File: src/rtl/stream_pkg.sv
// Shared types and widths for the stream deframer slice.
package stream_pkg;

    typedef enum logic {
        HUNT    = 1'b0,
        PAYLOAD = 1'b1
    } deframe_state_t;

    localparam int unsigned SYNC_LEN_W = 8;

endpackage

File: src/rtl/stream_reg_slice.sv
// One-entry registered output stage: holds a byte plus last flag until the consumer takes it.
module stream_reg_slice
    import stream_pkg::*;
#(
    parameter int unsigned DATA_W = SYNC_LEN_W
) (
    input  logic              i_clk,
    input  logic              i_rst,
    input  logic              i_load,
    input  logic [DATA_W-1:0] i_data,
    input  logic              i_last,
    input  logic              i_ready,
    output logic [DATA_W-1:0] o_data,
    output logic              o_last,
    output logic              o_valid
);

    logic [DATA_W-1:0] r_data;
    logic              r_last;
    logic              r_valid;

    // A load in the same cycle as a drain keeps valid high with no bubble.
    always_ff @(posedge i_clk) begin
        if (i_rst) begin
            r_data  <= '0;
            r_last  <= 1'b0;
            r_valid <= 1'b0;
        end else if (i_load) begin
            r_data  <= i_data;
            r_last  <= i_last;
            r_valid <= 1'b1;
        end else if (r_valid && i_ready) begin
            r_valid <= 1'b0;
        end
    end

    assign o_data  = r_data;
    assign o_last  = r_last;
    assign o_valid = r_valid;

endmodule

File: src/rtl/stream_deframer.sv
// Extracts length-prefixed frames following a sync detect and forwards only the payload bytes.
module stream_deframer
    import stream_pkg::*;
#(
    parameter int unsigned MAX_LEN = 255,
    parameter int unsigned CNT_W   = 16
) (
    input  logic                  i_clk,
    input  logic                  i_rst,
    input  logic [SYNC_LEN_W-1:0] i_m_data,
    input  logic                  i_m_valid,
    output logic                  o_m_ready,
    input  logic                  i_sync,
    output logic [SYNC_LEN_W-1:0] o_s_data,
    output logic                  o_s_valid,
    output logic                  o_s_last,
    input  logic                  i_s_ready,
    output logic                  o_len_err,
    output logic [CNT_W-1:0]      o_frame_count
);

    deframe_state_t        r_state;
    deframe_state_t        w_state_nxt;
    logic [SYNC_LEN_W-1:0] r_remain;
    logic                  r_len_err;
    logic [CNT_W-1:0]      r_frame_count;

    logic w_len_ok;
    logic w_hdr;
    logic w_pl_ready;
    logic w_load;
    logic w_load_last;
    logic w_out_xfer;

    assign w_len_ok    = (i_m_data != '0) && (32'(i_m_data) <= MAX_LEN);
    assign w_hdr       = (r_state == HUNT) && i_m_valid && i_sync;
    assign w_pl_ready  = !o_s_valid || i_s_ready;
    assign w_load      = (r_state == PAYLOAD) && i_m_valid && w_pl_ready;
    assign w_load_last = (r_remain == SYNC_LEN_W'(1));
    assign w_out_xfer  = o_s_valid && i_s_ready;

    // HUNT always accepts; PAYLOAD accepts only when the output stage can take the byte.
    always_comb begin
        o_m_ready   = 1'b1;
        w_state_nxt = r_state;
        case (r_state)
            HUNT: begin
                if (w_hdr && w_len_ok) begin
                    w_state_nxt = PAYLOAD;
                end
            end
            PAYLOAD: begin
                o_m_ready = w_pl_ready;
                if (w_load && w_load_last) begin
                    w_state_nxt = HUNT;
                end
            end
        endcase
    end

    always_ff @(posedge i_clk) begin
        if (i_rst) begin
            r_state       <= HUNT;
            r_remain      <= '0;
            r_len_err     <= 1'b0;
            r_frame_count <= '0;
        end else begin
            r_state   <= w_state_nxt;
            r_len_err <= w_hdr && !w_len_ok;
            if (w_hdr && w_len_ok) begin
                r_remain <= i_m_data;
            end else if (w_load) begin
                r_remain <= r_remain - SYNC_LEN_W'(1);
            end
            if (w_out_xfer && o_s_last) begin
                r_frame_count <= r_frame_count + CNT_W'(1);
            end
        end
    end

    stream_reg_slice #(
        .DATA_W (SYNC_LEN_W)
    ) u_out_slice (
        .i_clk   (i_clk),
        .i_rst   (i_rst),
        .i_load  (w_load),
        .i_data  (i_m_data),
        .i_last  (w_load_last),
        .i_ready (i_s_ready),
        .o_data  (o_s_data),
        .o_last  (o_s_last),
        .o_valid (o_s_valid)
    );

    assign o_len_err     = r_len_err;
    assign o_frame_count = r_frame_count;

endmodule
File: config.mk
export PLATFORM = sky130hd
export DESIGN_NAME = stream_deframer
export DESIGN_NICKNAME = d
export VERILOG_FILES = /design/src/rtl/stream_pkg.sv /design/src/rtl/stream_reg_slice.sv /design/src/rtl/stream_deframer.sv
export SDC_FILE = /design/constraint.sdc
export NUM_CORES = 1
export LEC_CHECK = 0
export BUFFER_PORTS_ARGS = -buffer_cell sky130_fd_sc_hd__buf_2
export CAP_MARGIN = 5
export CORE_UTILIZATION = 52
export CTS_CLUSTER_DIAMETER = 50
export DETAILED_ROUTE_END_ITERATION = 10
export GPL_TIMING_DRIVEN = 0
export PLACE_DENSITY_LB_ADDON = 0.08
export REMOVE_ABC_BUFFERS = 1
export SLEW_MARGIN = 0
export SYNTH_ARGS = -nofsm -noshare
export SYNTH_HDL_FRONTEND = slang
export SYNTH_SLANG_ARGS = --single-unit
File: constraint.sdc
create_clock -name i_clk -period 2.1 [get_ports i_clk]
set_input_delay 0.315 -clock i_clk [delete_from_list [all_inputs] [get_ports i_clk]]
set_output_delay 0.315 -clock i_clk [all_outputs]
set_load 0.005 [all_outputs]
==> results.json <==
{
  "status": "completed",
  "antenna_found_initial": 0,
  "drive_above_1_share_pct": 24.57,
  "synth.avg_cell_area_um2": 8.534,
  "place.gp.congestion": 0.8317,
  "ctsHoldBuffers": 0,
  "io_buffers": 40,
  "max_freq_mhz": 548.8,
  "switchingPower_mw": 0.3169,
  "irDropWorstVdd_uv": 407.0,
  "die-area_mm2": 0.003430,
  "setup_viol": 0,
  "synth_edf_count": 0,
  "synthArstFlopShare_pct": 0,
  "crit_type": "flop to flop",
  "layout.nets": 247,
  "synth.largest_area_cell": "dfxtp_1",
  "worst_pin_slew_ps": 663.3,
  "whs_ps": 232.0,
  "start_util_pct": 54.51,
  "netlist_area_mm2": 0.001664,
  "final_cells": 276,
  "drtPass1Iterations": 4,
  "syn_inst": 195,
  "core.rowCount": 20,
  "fin_crit_ps": 1822,
  "grt_max_degree": 37,
  "post_drt_wl_per_cell_um": 12.67,
  "cts_tree": "built",
  "dpl.hpwl_um": 2479,
  "post_cts_buffers": 0,
  "p_leak_nw": 0.7827,
  "cts.path.max_buffers": 2,
  "multi_input_area_um2": 878.3,
  "cts_sinks": 36,
  "regArea_um2": 720.7,
  "clock_latency_ps": 340,
  "drv_slew": 0,
  "crit_required_ps": 2370,
  "crit_arrival_ps": 2090,
  "ys_seq_elements": 36,
  "end_kind": "flop",
  "critPathMaxFanout": 16,
  "post_cts_resized": 0,
  "design.core.area_mm2": 0.003053,
  "power_frac_clock_pct": 31.3,
  "wl_um": 3497,
  "synth_cell_types": 43,
  "viasPerCell": 5.514,
  "clkTransAtPathRegs_ps": 100,
  "area_growth_pct": 15.56,
  "combPwrFrac_pct": 10.3,
  "rsz0062_at_grt": "no",
  "num_vias": 1522,
  "synth_ff_type": "dfxtp_1",
  "io_pins": 41,
  "track_usage_pct": 22.52,
  "max_cap_viol_count": 0,
  "min_path_type": "input pin to flop",
  "grt_pass1_vias": 1341,
  "ys.warnings.count": 0,
  "slew_headroom_pct": 55.62,
  "layout_worst_path_cycle_share_pct": 86.77,
  "intPower_mw": 0.9155,
  "synthTopCellsByCount": "dfxtp_1 (36), nand2_1 (29), a21oi_1 (19)",
  "drc": 0,
  "first_iter_violations": 125,
  "route.antenna.remaining_nets": 0,
  "worst_setup_path_start_kind": "flop",
  "ys_seq_area_share_pct": 43.31,
  "dieWidth_um": 58.57,
  "powerDensity_mw_per_mm2": 640.9,
  "swShare_pct": 25.71,
  "htree_levels": 2,
  "grt_pass1_wl_um": 5878,
  "ctsRootBufferMaster": "clkbuf_4",
  "synth_area_leaders": "dfxtp_1 (43%), nand2_1 (6.5%), a21oi_1 (5.7%), xor2_1 (3.7%), nor2_1 (2.9%)",
  "cts_made_buffers": 5,
  "p_seq_share_pct": 58.4,
  "dp.cells": 268,
  "total_power_mw": 1.232,
  "yosysTopAreaCellShare_pct": 43.31,
  "yosys.cell_count.top_type": "dfxtp_1",
  "die_y_um": 58.57,
  "tns_ps": 0,
  "finClkSkew_ps": 4.339,
  "hold_viol_final": 0,
  "antenna_cells": 0,
  "fillers": 274,
  "grt.overflow.total": 0
}
per-stage QoR:
step	cell area [um^2]	worst slack, ps	utilization, %
3_5_place_dp	1862	209.2	60.98
5_1_grt	1923	144.3	62.99
3_3_place_gp	1862	223.3	60.98
2_1_floorplan	1607	475.4	-
6_report	1923	277.9	62.99
4_1_cts	1923	283.8	62.99
registers in the layout, indices dropped and copies added, names as in the netlist:
register	cells
o_len_err	1
r_remain	8
r_state	1
u_out_slice.o_last	1
u_out_slice.o_valid	1
u_out_slice.o_data	8
o_frame_count	16
layout make-up:
class	count	share of cell area (%)
clock buffer	6	2.668
clock inverter	2	0.5205
inverter	2	0.3904
multi-input combinational	146	45.67
sequential	36	37.48
tap	44	2.863
timing repair buffer	40	10.41
routing by layer:
| layer | GRT usage [%] | share of wire [%] | up-vias |
|---|---|---|---|
| li1 | - | - | 768 |
| met1 | 32.18 | 49 | 700 |
| met2 | 32.35 | 44 | 49 |
| met3 | 5.934 | 5.9 | 5 |
| met4 | 8.844 | 1.4 | 0 |
| met5 | 0 | 0 | - |
cells by family after synthesis:
family / share of synthesized area [%]
adder cells (fa/ha/maj): 2.256
multiplexers: 1.203
buffers and inverters: 3.910
AO/OA/AOI/OAI: 13.23
XOR/XNOR: 6.316
AND/OR/NAND/NOR: 29.78
flip-flops: 43.31
final timing paths:
path,start,endpoint,slack [ps],cells after the start
worst max-delay path,r_state,r_remain[5],280,4
worst min-delay path,i_m_data[3],u_out_slice.o_data[3],230,3
worst max register to register,r_state,r_remain[5],280,4
worst min register to register,u_out_slice.o_data[6],u_out_slice.o_data[6],460,2
cells in the final DEF, fill, tap and decap left out, types with 2 or more instances in the layout:
cell type  synthesis  final
nand2_1           29     29
mux2i_1            2      2
nor2b_1            2      2
a22oi_1            2      2
buf_2              1     40
o21ai_0            3      3
clkinv_2           0      2
ha_1               3      3
nor3_1             6      6
nand3_1            9      9
a31oi_1            3      3
xor2_1             7      7
nand4_1            6      6
nor4_1             2      2
nand3_2            3      3
nor2_1            13     13
or3_1              3      3
inv_1              2      2
or4_1              5      5
a21oi_1           19     19
o31ai_1            3      3
clkbuf_4           0      5
dfxtp_1           36     36
xnor2_1            5      5
and3_1             3      3
nand2b_1           2      2
power by group through the flow:
stage                     combinational (mW)  clock, mW  sequential, mW
after floorplan                       0.0777          0           0.732
after global placement                 0.123          0           0.734
after detailed placement               0.126          0           0.735
after CTS                              0.126      0.400           0.720
after global routing                   0.142      0.425           0.724
final                                  0.127      0.385           0.720
critical path, stage by stage, from the launching register on:
cell     delay [ps]
dfxtp_1         390
and2_1          240
nand2_1         360
or4_1           610
a31oi_1         160
(Power assumes the default switching activity.)
